<file path="config.mk">
export PLATFORM = sky130hd
export DESIGN_NAME = elevator_car_flat
export DESIGN_NICKNAME = d
export VERILOG_FILES = /design/src/rtl/elevator_car_if.sv /design/src/rtl/elevator_car.sv /design/src/flat_wrapper.sv
export SDC_FILE = /design/constraint.sdc
export NUM_CORES = 1
export LEC_CHECK = 0
export CORE_UTILIZATION = 54
export DETAILED_ROUTE_END_ITERATION = 6
export PLACE_DENSITY = 0.81
export SYNTH_ARGS = -nofsm -noshare
export SYNTH_HDL_FRONTEND = slang
export SYNTH_SLANG_ARGS = --single-unit
</file>
<file path="constraint.sdc">
create_clock -name clk -period 4.47 [get_ports clk]
set_input_delay 0.447 -clock clk [delete_from_list [all_inputs] [get_ports clk]]
set_output_delay 0.447 -clock clk [all_outputs]
set_load 0.02 [all_outputs]
</file>
<file path="src/rtl/elevator_car_if.sv">
// Command/status bundle between the elevator controller and the car plant.
// The controller side is the master; the car answers as the slave.
interface elevator_car_if;
    logic [1:0] Dir;
    logic       open_req;
    logic [1:0] Floor;
    logic       moving;
    logic       arrived;
    logic       door_busy;
    logic       door_open;
    logic       fault;

    modport master (
        output Dir, open_req,
        input  Floor, moving, arrived, door_busy, door_open, fault
    );

    modport slave (
        input  Dir, open_req,
        output Floor, moving, arrived, door_busy, door_open, fault
    );
endinterface

</file>
<file path="src/rtl/elevator_car.sv">
// Car/shaft plant and actuator sequencer for the 4-floor elevator.
// Models travel and door timing in response to controller commands.
module elevator_car #(
    parameter int TRAVEL_CYCLES     = 8,
    parameter int DOOR_TRANS_CYCLES = 2,
    parameter int DOOR_CYCLES       = 6
) (
    input  logic           clk,
    input  logic           rst,
    elevator_car_if.slave  bus
);

    localparam int MAXA = (TRAVEL_CYCLES > DOOR_TRANS_CYCLES) ?
                          TRAVEL_CYCLES : DOOR_TRANS_CYCLES;
    localparam int MAXC = (MAXA > DOOR_CYCLES) ? MAXA : DOOR_CYCLES;
    localparam int CW   = $clog2(MAXC + 1);

    localparam logic [CW-1:0] TRV_LAST = CW'(TRAVEL_CYCLES - 1);
    localparam logic [CW-1:0] TRN_LAST = CW'(DOOR_TRANS_CYCLES - 1);
    localparam logic [CW-1:0] DWL_LAST = CW'(DOOR_CYCLES - 1);

    typedef enum logic [2:0] {
        S_IDLE,
        S_MOVING,
        S_OPENING,
        S_OPEN,
        S_CLOSING
    } state_e;

    state_e        state_q, state_d;
    logic [CW-1:0] cnt_q, cnt_d;
    logic [1:0]    floor_q, floor_d;
    logic          up_q, up_d;
    logic          arrived_q, arrived_d;
    logic          fault_q, fault_d;

    always_ff @(posedge clk) begin
        if (rst) begin
            state_q   <= S_IDLE;
            cnt_q     <= '0;
            floor_q   <= 2'b00;
            up_q      <= 1'b0;
            arrived_q <= 1'b0;
            fault_q   <= 1'b0;
        end else begin
            state_q   <= state_d;
            cnt_q     <= cnt_d;
            floor_q   <= floor_d;
            up_q      <= up_d;
            arrived_q <= arrived_d;
            fault_q   <= fault_d;
        end
    end

    always_comb begin
        state_d   = state_q;
        cnt_d     = cnt_q + 1'b1;
        floor_d   = floor_q;
        up_d      = up_q;
        arrived_d = 1'b0;
        fault_d   = fault_q;
        unique case (state_q)
            S_IDLE: begin
                cnt_d = '0;
                // door request outranks any motion command
                if (bus.open_req) begin
                    state_d = S_OPENING;
                end else if (bus.Dir == 2'b10 && floor_q != 2'b11) begin
                    state_d = S_MOVING;
                    up_d    = 1'b1;
                end else if (bus.Dir == 2'b01 && floor_q != 2'b00) begin
                    state_d = S_MOVING;
                    up_d    = 1'b0;
                end else if (bus.Dir != 2'b00) begin
                    fault_d = 1'b1;
                end
            end
            S_MOVING: begin
                if (cnt_q == TRV_LAST) begin
                    state_d   = S_IDLE;
                    cnt_d     = '0;
                    floor_d   = up_q ? floor_q + 2'd1 : floor_q - 2'd1;
                    arrived_d = 1'b1;
                end
            end
            S_OPENING: begin
                if (cnt_q == TRN_LAST) begin
                    state_d = S_OPEN;
                    cnt_d   = '0;
                end
            end
            S_OPEN: begin
                if (bus.open_req) begin
                    cnt_d = '0;
                end else if (cnt_q == DWL_LAST) begin
                    state_d = S_CLOSING;
                    cnt_d   = '0;
                end
            end
            S_CLOSING: begin
                // a request while closing reverses the door
                if (bus.open_req) begin
                    state_d = S_OPENING;
                    cnt_d   = '0;
                end else if (cnt_q == TRN_LAST) begin
                    state_d = S_IDLE;
                    cnt_d   = '0;
                end
            end
            default: begin
                state_d = S_IDLE;
                cnt_d   = '0;
            end
        endcase
    end

    assign bus.Floor     = floor_q;
    assign bus.arrived   = arrived_q;
    assign bus.fault     = fault_q;
    assign bus.moving    = (state_q == S_MOVING);
    assign bus.door_open = (state_q == S_OPEN);
    assign bus.door_busy = (state_q == S_OPENING) ||
                           (state_q == S_OPEN) ||
                           (state_q == S_CLOSING);

endmodule
</file>
<file path="src/flat_wrapper.sv">
// flat-port wrapper written by rule: the top's interface ports become plain ports
module elevator_car_flat 
#(
    parameter int TRAVEL_CYCLES     = 8,
    parameter int DOOR_TRANS_CYCLES = 2,
    parameter int DOOR_CYCLES       = 6
)
  (clk, rst, bus_Dir, bus_open_req, bus_Floor, bus_moving, bus_arrived, bus_door_busy, bus_door_open, bus_fault);
  elevator_car_if bus_i ();
  input  logic clk;
  input  logic rst;
  input wire logic [$bits(bus_i.Dir)-1:0] bus_Dir;
  input wire logic [$bits(bus_i.open_req)-1:0] bus_open_req;
  output wire logic [$bits(bus_i.Floor)-1:0] bus_Floor;
  output wire logic [$bits(bus_i.moving)-1:0] bus_moving;
  output wire logic [$bits(bus_i.arrived)-1:0] bus_arrived;
  output wire logic [$bits(bus_i.door_busy)-1:0] bus_door_busy;
  output wire logic [$bits(bus_i.door_open)-1:0] bus_door_open;
  output wire logic [$bits(bus_i.fault)-1:0] bus_fault;
  assign bus_i.Dir = bus_Dir;
  assign bus_i.open_req = bus_open_req;
  assign bus_Floor = bus_i.Floor;
  assign bus_moving = bus_i.moving;
  assign bus_arrived = bus_i.arrived;
  assign bus_door_busy = bus_i.door_busy;
  assign bus_door_open = bus_i.door_open;
  assign bus_fault = bus_i.fault;
  elevator_car #(.TRAVEL_CYCLES(TRAVEL_CYCLES), .DOOR_TRANS_CYCLES(DOOR_TRANS_CYCLES), .DOOR_CYCLES(DOOR_CYCLES)) u_core (.clk(clk), .rst(rst), .bus(bus_i));
endmodule
</file>
== After elaboration in Yosys (flattened, before gate mapping) ==
Cells that the tools add are included.
Storage, ports and cells
  register bits after elaboration: 12
  output and inout port bits: 7
  logic and storage cells: 62
Operators by class
  add/subtract/negate cells: 3
  equal/unequal tests: 16
  mux-type cells: 20
  bitwise gates (word level): 4
  reduce and logical (&&, ||, !) cells: 13
Operator list (count)
  2-to-1 mux 3 bit: 9
  2-to-1 mux 4 bit: 5
  case mux 4 bit (4 select lines): 1
  case mux 3 bit (5 select lines): 1
  == test 4 x 3 -> 1 bit (second input constant): 2
  == test 3 x 2 -> 1 bit (second input constant): 2
  != test 2 x 1 -> 1 bit (second input constant): 3
  AND reduction 6 bit: 1
  nonzero test 2 bit: 3
  AND reduction 5 bit: 1
  adder 4 x 1 -> 4 bit (second input constant): 1
  == test 4 x 1 -> 1 bit (second input constant): 1
  != test 2 bit (second input constant): 2
  != test 4 x 2 -> 1 bit (second input constant): 1
  inverter 1 bit: 4
  == test 3 x 1 -> 1 bit (second input constant): 1
  == test 3 bit (second input constant): 1
  zero test 3 bit: 1
  2-to-1 mux 1 bit: 3
  != test 3 x 2 -> 1 bit (second input constant): 1
  AND reduction 3 bit: 1
  adder 2 x 1 -> 2 bit (second input constant): 1
  == test 2 x 1 -> 1 bit (second input constant): 1
  == test 2 bit (second input constant): 1
  6 further kinds: 8

== Longest topological paths before layout ==
  depth in word-level cells: 6
  mapped depth: 6
  mapped depth without buffers: 6

== Least setup slack after synthesis ==
Ideal clock, no wire load.
  kind: reg2reg
  start point: register u_core.state_q[0]
  end point: register u_core.state_q[2]
  library setup time: 0.121 ns
  arrival: 1.706 ns
  required time: 4.349 ns
  path slack: 2.643 ns
  cell stages (with the launch flop): 6
  clock period less this slack: 1.827 ns
  cells stage by stage: dfxtp_1 -> or3b_1 -> inv_1 -> and2_4 -> nand4bb_4 -> mux2_4
Between the ends
  word-level cells in the longest chain between the ends: 3
RTL lines
  from (decl): RTL line elevator_car.sv:30  | state_e state_q, state_d;
  from (signal assigned): RTL line elevator_car.sv:46  | state_q <= state_d;
  == test 3 x 1 -> 1 bit (*)
  via bus_moving: RTL line flat_wrapper.sv:15  | output wire logic [$bits(bus_i.moving)-1:0] bus_moving;
  != test 2 x 1 -> 1 bit (no source line)
  AND reduction 6 bit (no source line)
Mark *: on every way through the listed nets, which the timed path passes. The rest lies on a longest branch.
A chain may end at the register's enable or synchronous reset.

== Final worst setup path ==
  start point: register u_core.state_q[0]
  end point: output port bus_moving
Between the ends
  word-level cells in the longest chain between the ends: 1
RTL lines
  == test 3 x 1 -> 1 bit: RTL line elevator_car.sv:120  | assign bus.moving = (state_q == S_MOVING);
  to (decl): RTL line flat_wrapper.sv:15
Every way passes these cells.

==> flow_summary_export.csv <==
group,metric,value,unit
logic_synthesis,yosysTopAreaCellShare,33.4,%
floorplanning,io-pin-count,12,
worst_setup_path,path_max_fanout,9,
logic_synthesis,ffs_w_async_s_r_synth,0,%
power,share_seq_of_total_power,34.4,%
route,finalWirelength,1.37,mm
timing,clock.fmax,407,MHz
worst_setup_path,cpPeakStageDelay,0.61,ns
route,initialDrtViolationCount,13,
power,power_report.internal_total,276,uW
logic_synthesis,yosysSeqAreaShare,33.4,%
global_routing,maximum_number_of_pins_on_one_net_before_global_route_repair,13,
worst_setup_path,worstSetupStartpoint,"u_core.state_q[0]$_SDFFE_PP0P_",
route,routedLengthMet1,661,um
clocking,cts.htree.levels,1,
floorplanning,start_util,61.3,%
worst_setup_path,required,4.02,ns
worst_setup_path,buffering_stage_count_on_the_worst_path_with_inverters_included,2,
timing,final_min_period_over_clock_period,55.0,%
place,hpwl_after_detailed_placement,1.01,mm
logic_synthesis,synth_enable_flop_cells,0,
logic_synthesis,postSynthNetCount,85,
finish,fillCellCount,90,
route,drc_errors,0,
worst_setup_path,start_kind,"flip-flop",
global_routing,grtUsageTotal,22.9,%
timing,finalSetupTns,0,ns
logic_synthesis,netlist.top_cell.by_area,"sky130_fd_sc_hd__dfxtp_1",
worst_setup_path,r2r-start,"u_core.state_q[0]$_SDFFE_PP0P_",
run_status,status,"finished, final reports clean",
timing,rsz0062_at_grt,"no",
place,io_buffers,11,
worst_setup_path,cells_traversed_along_the_worst_timing_path,"or3b_1, inv_1, clkdlybuf4s50_1",
place,routabilityCongestion,0.711,
timing,fin_crit,2.46,ns
timing,worst_slew_pin_slew,0.518,ns
worst_setup_path,crit_type,"reg -> out",
route,via_per_inst,5.72,
route,wire_per_inst,12.9,um
worst_setup_path,critical-path-top-delay-family,"buffers and inverters",
logic_synthesis,post-synth-top-count-cell,"sky130_fd_sc_hd__dfxtp_1",
global_routing,grt_antenna_before_repair,0,
power,leakagePower,0.346,nW
finish,synth_to_layout_area_growth,22.3,%
place,dpl-instance-area,842,sq um
worst_hold_path,worst_min_delay_path_startpoint,"u_core.bus.fault$_SDFFE_PP0P_",
global_routing,grt_pass1_vias,501,
power,clock_power_share,19.9,%
logic_synthesis,mappedNetlistArea,718,sq um
power,power.switching_fraction,36.0,%
clocking,clock_tree_from_tritoncts,"done",
power,power.net_switching,155,uW
floorplanning,floorplan.die.height,38.5,um
power,power.density_cell_area,490,mW/mm^2
logic_synthesis,netlist_top_cells_area,"sky130_fd_sc_hd__dfxtp_1, sky130_fd_sc_hd__nand4bb_4, sky130_fd_sc_hd__a221oi_4",
worst_setup_path,setup.worst_path.end_class,"primary output",
clocking,cts_root_buf,"sky130_fd_sc_hd__clkbuf_4",
worst_setup_path,critical_path_cell_with_the_highest_stage_delay,"sky130_fd_sc_hd__clkdlybuf4s50_1",
finish,final_layout_size_suffix_gt1_share,12.0,%
floorplanning,core_area,0.00117,sq mm
job,cap_viol_max_count,0,
worst_hold_path,min-delay-path-class,"reg -> reg",
logic_synthesis,yosys.cell_types.count,36,
clocking,numCtsBuffers,3,
finish,diodes,0,
finish,nNetsFinal,100,
logic_synthesis,yosys_warnings,0,
logic_synthesis,total_of_flip_flops_plus_latches_after_synthesis,12,
logic_synthesis,post_synth_most_frequent_cells,"sky130_fd_sc_hd__dfxtp_1, sky130_fd_sc_hd__inv_1, sky130_fd_sc_hd__nor2_1",
route,met2_length,605,um
clocking,tritoncts_num_sinks,12,
logic_synthesis,postSynthCellCount,78,
timing,final.setup_skew,0.000420,ns
route,highest-signal-layer,"met4",
worst_setup_path,flop2flop_setup_slack,2.59,ns
logic_synthesis,synth_top_flop_cell,"sky130_fd_sc_hd__dfxtp_1",
floorplanning,dieWidth,38.5,um
route,drt_pre_antenna_iters,4,
timing,max_slew_margin,65.1,%
clocking,cts_max_path_buffers,2,
timing,hold_violations,0,
global_routing,grt_remaining_overflow,0,
clocking,postCtsResizedCells,0,
floorplanning,fp-row-count,12,
clocking,postCtsSetupBuffers,0,
floorplanning,die_area,0.00148,sq mm
route,met3_wirelength,65,um
clocking,clk_pin_slew_worst_paths,0.07,ns
clocking,worstSkewPairLatency,0.27,ns
finish,finish.instance_area,878,sq um
route,antenna_violating_nets_post_route,0,
power,vdd.ir_drop.worst,291,uV
route,vias,606,
global_routing,grt_first_pass_wirelength,2.19,mm
worst_setup_path,worstPathArrival,2.01,ns
timing,final-max-slew-violation-count,0,
clocking,number_of_buffers_inserted_for_hold_repair_after_clock_tree_synthesis,0,
power,combinationalPowerShare,45.7,%
timing,finalSetupViolations,0,
logic_synthesis,synth.avg_cell_area,9.21,sq um
finish,postLayoutCoreUtil,75.0,%
==> path summary, 6_finish.rpt <==
check / end / depth (start not counted)
setup / recovery: bus_moving / 3
hold / removal: u_core.bus.fault$_SDFFE_PP0P_ / 2
setup reg to reg: u_core.state_q[2]$_SDFFE_PP0P_ / 4
hold reg to reg: u_core.bus.fault$_SDFFE_PP0P_ / 2
==> power by group through the flow <==
| stage | logic (mW) | registers [mW] | clock network [mW] |
|---|---|---|---|
| floorplan | 0.148 | 0.145 | 0 |
| global placement | 0.192 | 0.151 | 0 |
| detailed placement | 0.196 | 0.150 | 0 |
| CTS | 0.197 | 0.148 | 0.0881 |
| global route | 0.214 | 0.151 | 0.0909 |
| finish | 0.197 | 0.148 | 0.0858 |
==> metal layers <==
layer,global-route usage [%],up-vias
met5,0,-
met2,33.5,20
met3,5.23,4
met1,28.5,275
met4,18.1,0
li1,-,307
==> state kept, by name (all words and copies together) (netlist names) <==
| signal | count |
|---|---|
| u_core.bus.Floor | 2 |
| u_core.bus.arrived | 1 |
| u_core.bus.fault | 1 |
| u_core.cnt_q | 4 |
| u_core.state_q | 3 |
| u_core.up_q | 1 |
==> stage by stage <==
step | power (mW) | instances | worst slack [ns] | hold WS, ns
after global routing | 0.455 | 106 | 1.94 | 0.477
after floorplan | 0.293 | 78 | 2.64 | 0.456
after global placement | 0.343 | 102 | 2.16 | 0.437
final | 0.430 | 106 | 2.01 | 0.446
after CTS | 0.433 | 106 | 2.01 | 0.451
after detailed placement | 0.346 | 102 | 2.12 | 0.442
==> worst register-to-register path: cells and delay by family (launching register included) <==
family	cells	cell delay (ns)
simple gates	2	0.73
mux	1	0.30
flops	1	0.41
compound gates	1	0.33
==> logic make-up (layout without fill, tap and decap cells) <==
family	after synthesis	after routing	share of synthesized area (%)
and+or+nand+nor	33	33	31.4
AOI/OAI and AO/OA	17	17	18.3
DFF	12	12	33.4
buffers and inverters	7	21	3.66
xor gates and xnor gates	4	4	4.88
muxes	3	3	4.88
adders and majority gates	2	2	3.48
==> cell usage in the layout, fill, tap and decap left out, drive strengths merged, types with 3 or more instances in the layout <==
cell type	n
dfxtp	12
nor3	3
o21ai	3
clkbuf	4
xor2	3
a21oi	5
or3b	3
nand2b	4
inv	6
clkdlybuf4s50	11
nand3b	3
nor2	6
==> layout make-up <==
cell class,instances,area (sq um),area share [%]
well taps,14,17.5,1.99
multi-input cells,59,452,51.4
repair buffers,11,110,12.5
flip-flops and latches,12,240,27.4
clock buffers,4,36.3,4.13
inverters,6,22.5,2.56
No activity file was read; power rests on OpenSTA's default activity.
